[src/rtl/uart_mem_host.sv]
// uart_mem_host: serial initiator for a UART memory target.
// Turns a single-outstanding parallel read/write request into cmd/addr(/data)
// frames on TX and, for reads, receives one response frame on RX.
module uart_mem_host #(
  parameter int ADDR_WIDTH     = 2,
  parameter int DATA_WIDTH     = 2,
  parameter int BAUD_PERIOD    = 3,
  parameter int TIMEOUT_CYCLES = 64
) (
  input  logic                  clk,
  input  logic                  rst_l,
  input  logic                  req_valid,
  output logic                  req_ready,
  input  logic                  req_wr,
  input  logic [ADDR_WIDTH-1:0] req_addr,
  input  logic [DATA_WIDTH-1:0] req_wdata,
  output logic                  rsp_valid,
  output logic [DATA_WIDTH-1:0] rsp_rdata,
  output logic                  rsp_err,
  output logic                  TX,
  input  logic                  RX
);

  localparam int BCW = (BAUD_PERIOD > 1) ? $clog2(BAUD_PERIOD) : 1;
  localparam int BIW = $clog2(ADDR_WIDTH + 2);
  localparam int TOW = $clog2(TIMEOUT_CYCLES + 1);

  localparam logic [BCW-1:0] BAUD_LAST     = BCW'(BAUD_PERIOD - 1);
  localparam logic [BCW-1:0] HALF_LAST     = BCW'(BAUD_PERIOD / 2 - 1);
  localparam logic [BIW-1:0] STOP_IDX      = BIW'(ADDR_WIDTH + 1);
  localparam logic [BIW-1:0] LAST_DATA_IDX = BIW'(ADDR_WIDTH);
  localparam logic [TOW-1:0] TO_LAST       = TOW'(TIMEOUT_CYCLES - 1);

  // Data must fit in one serial word and a bit must span at least two clocks.
  generate
    if (DATA_WIDTH > ADDR_WIDTH) begin : g_bad_data_width
      $error("uart_mem_host: DATA_WIDTH must be <= ADDR_WIDTH");
    end
    if (BAUD_PERIOD < 2) begin : g_bad_baud
      $error("uart_mem_host: BAUD_PERIOD must be >= 2");
    end
  endgenerate

  typedef enum logic [2:0] {
    IDLE, SEND_CMD, SEND_ADDR, SEND_DATA, WAIT_RSP, RECV_DATA, DONE
  } state_t;

  state_t                state_r;
  logic                  wr_r;
  logic [ADDR_WIDTH-1:0] addr_r;
  logic [DATA_WIDTH-1:0] wdata_r;
  logic [ADDR_WIDTH-1:0] tx_shift_r;
  logic [ADDR_WIDTH-1:0] rx_word_r;
  logic [BCW-1:0]        baud_cnt_r;
  logic [BIW-1:0]        bit_idx_r;
  logic [TOW-1:0]        to_cnt_r;
  logic                  rx_s1_r, rx_s2_r, rx_prev_r;

  logic [ADDR_WIDTH-1:0] cmd_word_s;
  logic [ADDR_WIDTH-1:0] data_word_s;
  logic [TOW-1:0]        to_next_s;
  logic                  rx_fall_s;

  // Frame words and the saturating timeout increment.
  always_comb begin
    cmd_word_s                     = '0;
    cmd_word_s[0]                  = req_wr;
    data_word_s                    = '0;
    data_word_s[DATA_WIDTH-1:0]    = wdata_r;
    to_next_s = (to_cnt_r == TO_LAST) ? to_cnt_r : to_cnt_r + 1'b1;
    rx_fall_s = rx_prev_r & ~rx_s2_r;
  end

  // Two-flop RX synchronizer plus one delay stage for falling-edge detection.
  always_ff @(posedge clk or negedge rst_l) begin
    if (!rst_l) begin
      rx_s1_r   <= 1'b1;
      rx_s2_r   <= 1'b1;
      rx_prev_r <= 1'b1;
    end else begin
      rx_s1_r   <= RX;
      rx_s2_r   <= rx_s1_r;
      rx_prev_r <= rx_s2_r;
    end
  end

  // Transaction FSM: serializes request frames, receives the read reply.
  always_ff @(posedge clk or negedge rst_l) begin
    if (!rst_l) begin
      state_r    <= IDLE;
      wr_r       <= 1'b0;
      addr_r     <= '0;
      wdata_r    <= '0;
      tx_shift_r <= '0;
      rx_word_r  <= '0;
      baud_cnt_r <= '0;
      bit_idx_r  <= '0;
      to_cnt_r   <= '0;
      TX         <= 1'b1;
      req_ready  <= 1'b1;
      rsp_valid  <= 1'b0;
      rsp_rdata  <= '0;
      rsp_err    <= 1'b0;
    end else begin
      rsp_valid <= 1'b0;
      case (state_r)
        IDLE: begin
          if (req_valid) begin
            wr_r       <= req_wr;
            addr_r     <= req_addr;
            wdata_r    <= req_wdata;
            tx_shift_r <= cmd_word_s;
            TX         <= 1'b0;
            baud_cnt_r <= '0;
            bit_idx_r  <= '0;
            req_ready  <= 1'b0;
            state_r    <= SEND_CMD;
          end
        end
        SEND_CMD, SEND_ADDR, SEND_DATA: begin
          if (baud_cnt_r != BAUD_LAST) begin
            baud_cnt_r <= baud_cnt_r + 1'b1;
          end else begin
            baud_cnt_r <= '0;
            if (bit_idx_r != STOP_IDX) begin
              bit_idx_r <= bit_idx_r + 1'b1;
              if (bit_idx_r != LAST_DATA_IDX) begin
                TX         <= tx_shift_r[0];
                tx_shift_r <= tx_shift_r >> 1;
              end else begin
                TX <= 1'b1;
              end
            end else begin
              // Stop bit finished: start the next frame back-to-back.
              bit_idx_r <= '0;
              if (state_r == SEND_CMD) begin
                TX         <= 1'b0;
                tx_shift_r <= addr_r;
                state_r    <= SEND_ADDR;
              end else if (state_r == SEND_ADDR && wr_r) begin
                TX         <= 1'b0;
                tx_shift_r <= data_word_s;
                state_r    <= SEND_DATA;
              end else if (state_r == SEND_ADDR) begin
                to_cnt_r <= '0;
                state_r  <= WAIT_RSP;
              end else begin
                rsp_valid <= 1'b1;
                rsp_rdata <= '0;
                rsp_err   <= 1'b0;
                state_r   <= DONE;
              end
            end
          end
        end
        WAIT_RSP: begin
          if (rx_fall_s) begin
            to_cnt_r   <= to_next_s;
            baud_cnt_r <= '0;
            bit_idx_r  <= '0;
            state_r    <= RECV_DATA;
          end else if (to_cnt_r == TO_LAST) begin
            rsp_valid <= 1'b1;
            rsp_rdata <= '0;
            rsp_err   <= 1'b1;
            state_r   <= DONE;
          end else begin
            to_cnt_r <= to_next_s;
          end
        end
        RECV_DATA: begin
          to_cnt_r <= to_next_s;
          if (bit_idx_r == '0) begin
            // Mid start bit: a high sample means the edge was a glitch.
            if (baud_cnt_r == HALF_LAST) begin
              baud_cnt_r <= '0;
              if (rx_s2_r) begin
                state_r <= WAIT_RSP;
              end else begin
                bit_idx_r <= 1'b1;
              end
            end else begin
              baud_cnt_r <= baud_cnt_r + 1'b1;
            end
          end else if (baud_cnt_r == BAUD_LAST) begin
            baud_cnt_r <= '0;
            if (bit_idx_r == STOP_IDX) begin
              rsp_valid <= 1'b1;
              rsp_err   <= ~rx_s2_r;
              rsp_rdata <= rx_s2_r ? rx_word_r[DATA_WIDTH-1:0] : '0;
              bit_idx_r <= '0;
              state_r   <= DONE;
            end else begin
              rx_word_r                 <= rx_word_r >> 1;
              rx_word_r[ADDR_WIDTH-1]   <= rx_s2_r;
              bit_idx_r                 <= bit_idx_r + 1'b1;
            end
          end else begin
            baud_cnt_r <= baud_cnt_r + 1'b1;
          end
        end
        DONE: begin
          req_ready <= 1'b1;
          state_r   <= IDLE;
        end
        default: begin
          TX        <= 1'b1;
          req_ready <= 1'b1;
          state_r   <= IDLE;
        end
      endcase
    end
  end

endmodule

[config.mk]
export PLATFORM = sky130hd
export DESIGN_NAME = uart_mem_host
export DESIGN_NICKNAME = d
export VERILOG_FILES = /design/src/rtl/uart_mem_host.sv
export SDC_FILE = /design/constraint.sdc
export NUM_CORES = 1
export LEC_CHECK = 0
export BUFFER_PORTS_ARGS = -buffer_cell sky130_fd_sc_hd__buf_4
export CORE_ASPECT_RATIO = 0.8
export CORE_MARGIN = 4
export CORE_UTILIZATION = 53
export CTS_BUF_LIST = sky130_fd_sc_hd__clkbuf_16
export CTS_CLUSTER_SIZE = 24
export DETAILED_ROUTE_END_ITERATION = 10
export GPL_ROUTABILITY_DRIVEN = 0
export PLACE_DENSITY = 0.75
export SLEW_MARGIN = 20
export SYNTH_ARGS = -nofsm -noshare
export SYNTH_HDL_FRONTEND = slang
export SYNTH_SLANG_ARGS = --single-unit
[constraint.sdc]
create_clock -name clk -period 1.8 [get_ports clk]
set_input_delay 0.18 -clock clk [delete_from_list [all_inputs] [get_ports clk]]
set_output_delay 0.18 -clock clk [all_outputs]
set_load 0.05 [all_outputs]
==> flow_summary.ini <==
[outcome]
status = finished clean

[yosys]
synth_edf_count = 0
synth-main-ff-cell = dfrtp_1
synth_area_um2 = 1831
syn_inst = 179
ys_ff_latch = 32
ys_seq_area_share_pct = 44.09
synthesis.nets = 196
post_synth.cell_area_avg_um2 = 10.23
ys_warn_count = 0
synthArstFlopShare_pct = 100.0
netlist-cell-type-count = 46

[floorplanning]
start_util_pct = 57.24
die-area_um2 = 4464
fp.coreArea_um2 = 3198
dieWidth_um = 73.71
num_io_pins = 15
rows = 18
die_y_um = 60.57

[clocking]
cts_buffers = 5
worst_skew_pair.late_latency_ns = 0.28
htree_num_levels = 2
path_clk_slew_ns = 0.05
cts_max_path_buffers = 2
cts_sinks = 32
root_buffer = clkbuf_16
tritoncts = yes

[setup_path]
worstPathMaxFanout = 5
rrSetupSlack_ns = 0.03
timing.rr.start = bit_idx_r[0]
path_class = reg2reg
rr_endpoint = bit_idx_r[1]
required_ns = 1.96
startpoint_type = flip-flop
cp-end-kind = flip-flop
cp.arrival_ns = 1.93
reg2regPathDepth = 6

[placed_design]
place_inst = 244
hpwl_um = 2842
port_buffers = 14

[final_layout]
final_cell_mix = buf_4 (36), dfrtp_1 (26), inv_1 (13), nand2_1 (13), a21oi_1 (12)
layout.nets = 230
num_antenna_cells = 0
drive_above_1_share_pct = 27.10
area_growth_pct = 22.42
final_common_cell = buf_4
stdcell_count = 254

[timing]
period_minus_slack_ns = 1.772
slew_violations = 0
rsz0062_at_grt = yes
fin_worst_skew_ns = 0.005666
worst_slew_pin_slew_ns = 0.4081
setup_viol = 0
hold_viol_final = 0
period_share_pct = 98.46
fmax_mhz = 564.3
relSlewSlack_pct = 72.79
timing.hold.ws_ns = 0.01278

[route]
routedWlPerCell_um = 15.13
routed-via-count = 1484
via_per_inst = 5.843
drt_iter0_drc = 48
antenna_left = 0
remaining_drc_errors = 0
wl_um = 3843
drt_pre_antenna_iters = 4

[grt]
grt_pass1_vias = 1488
antenna_found_initial = 0
grt-ovfl-total = 0
grt_pass1_wl_um = 6706
track_usage_pct = 20.05
grt_max_degree = 33

[worst_hold_path]
hold_start = RX
worst_hold_path.num_cells = 1
hold_end = rx_s1_r
min_path_type = in2reg

[power]
ir_drop_mv = 1.077
leakage_uw = 0.001057
p_total_uw = 3723
p_per_area_nw_per_um2 = 1662

[job]
cap_violations = 0
[worst max-delay path by stage]
stage                  from           end  slack [ns]  cells after the start
3_3_place_gp     state_r[1]  bit_idx_r[1]        0.09                      4
4_1_cts        bit_idx_r[0]  bit_idx_r[1]        0.02                      6
5_1_grt        bit_idx_r[0]  bit_idx_r[1]       -0.04                      6
3_5_place_dp   bit_idx_r[0]  bit_idx_r[1]        0.04                      6
2_1_floorplan    state_r[1]  bit_idx_r[1]        0.07                      6
6_report       bit_idx_r[0]  bit_idx_r[1]        0.03                      6
[power breakdown]
group          switching, µW  leakage, µW  total (µW)  internal (µW)
Combinational            946     0.000576        1800            854
Clock                    287    0.0000762         785            498
Sequential               184     0.000405        1140            954
Total                   1420      0.00106        3720           2310
[cell type report]
type | count | area [µm²]
flip-flops and latches | 32 | 808.3
inverters | 11 | 41.29
fillers | 225 | 957.2
multi-input cells | 126 | 923.4
repair buffers | 37 | 280.3
clock buffers | 5 | 125.1
clock inverters | 3 | 12.51
well taps | 40 | 50.05
[metal layers]
layer | up-vias | wire length [µm] | GRT usage (%) | part of all wire, %
li1 | 709 | - | - | -
met1 | 731 | 1648 | 25.24 | 43
met2 | 35 | 1889 | 31.94 | 49
met3 | 9 | 234 | 7.119 | 6.1
met4 | 0 | 70 | 7.752 | 1.8
met5 | - | 0 | 0 | 0
[state kept, by name (all words and copies together) (netlist names)]
| register | cells |
|---|---|
| state_r | 3 |
| bit_idx_r | 2 |
| tx_shift_r | 2 |
| rsp_rdata | 2 |
| rx_word_r | 2 |
| rsp_valid | 1 |
| rx_s2_r | 1 |
| wr_r | 1 |
| rx_prev_r | 1 |
| rx_s1_r | 1 |
| req_ready | 1 |
| rsp_err | 1 |
| data_word_s | 2 |
| to_cnt_r | 7 |
| baud_cnt_r | 2 |
| TX | 1 |
| addr_r | 2 |
[cells by family after synthesis]
| kind of cell | share of synthesized area, % |
|---|---|
| compound gates | 17.43 |
| buf+inv | 5.878 |
| fa+ha+maj | 5.468 |
| xor+xnor | 0.4786 |
| mux | 10.59 |
| flops | 44.09 |
| simple gates | 16.06 |
[critical path, stage by stage (launching register included)]
cell,delay (ns)
dfrtp_1,0.37
inv_1,0.11
ha_2,0.20
and4b_1,0.28
a21boi_1,0.31
a221oi_4,0.06
mux2_1,0.32
[cells in the mapped netlist, types with 3 or more instances]
cell / count / share of area (%)
a211oi_1: 3 / 1.2
o21ai_0: 6 / 1.6
mux2_1: 11 / 6.8
nand2b_1: 3 / 1.0
dfstp_2: 5 / 7.2
a21oi_1: 12 / 3.3
dfrtp_1: 27 / 37
nand2_1: 13 / 2.7
nand3_1: 6 / 1.6
nand4_1: 5 / 1.7
o21ai_1: 4 / 1.1
a22oi_1: 3 / 1.2
clkbuf_1: 3 / 0.62
buf_4: 3 / 1.2
inv_1: 11 / 2.3
nor3_1: 4 / 1.1
nor2_1: 10 / 2.1
nor2b_1: 5 / 1.7
ha_1: 8 / 5.5
mux2i_1: 7 / 3.8
[metrics by stage]
stage	util (%)	setup TNS [ns]	area, µm²	setup WS [ns]
2_1_floorplan	-	0	1831	0.06606
3_3_place_gp	64.95	0	2077	0.08770
3_5_place_dp	64.95	0	2077	0.04213
4_1_cts	69.56	0	2225	0.02433
5_1_grt	70.07	-0.09514	2241	-0.04490
6_report	70.07	0	2241	0.02780
[timing repair]
item	CTS	global route
setup buffers	0	1
endpoints found under the setup margin	0	11
gates resized for setup	0	4
hold buffers	1	0
endpoints found under the hold margin	27	0
No activity file was read; power rests on OpenSTA's default activity.
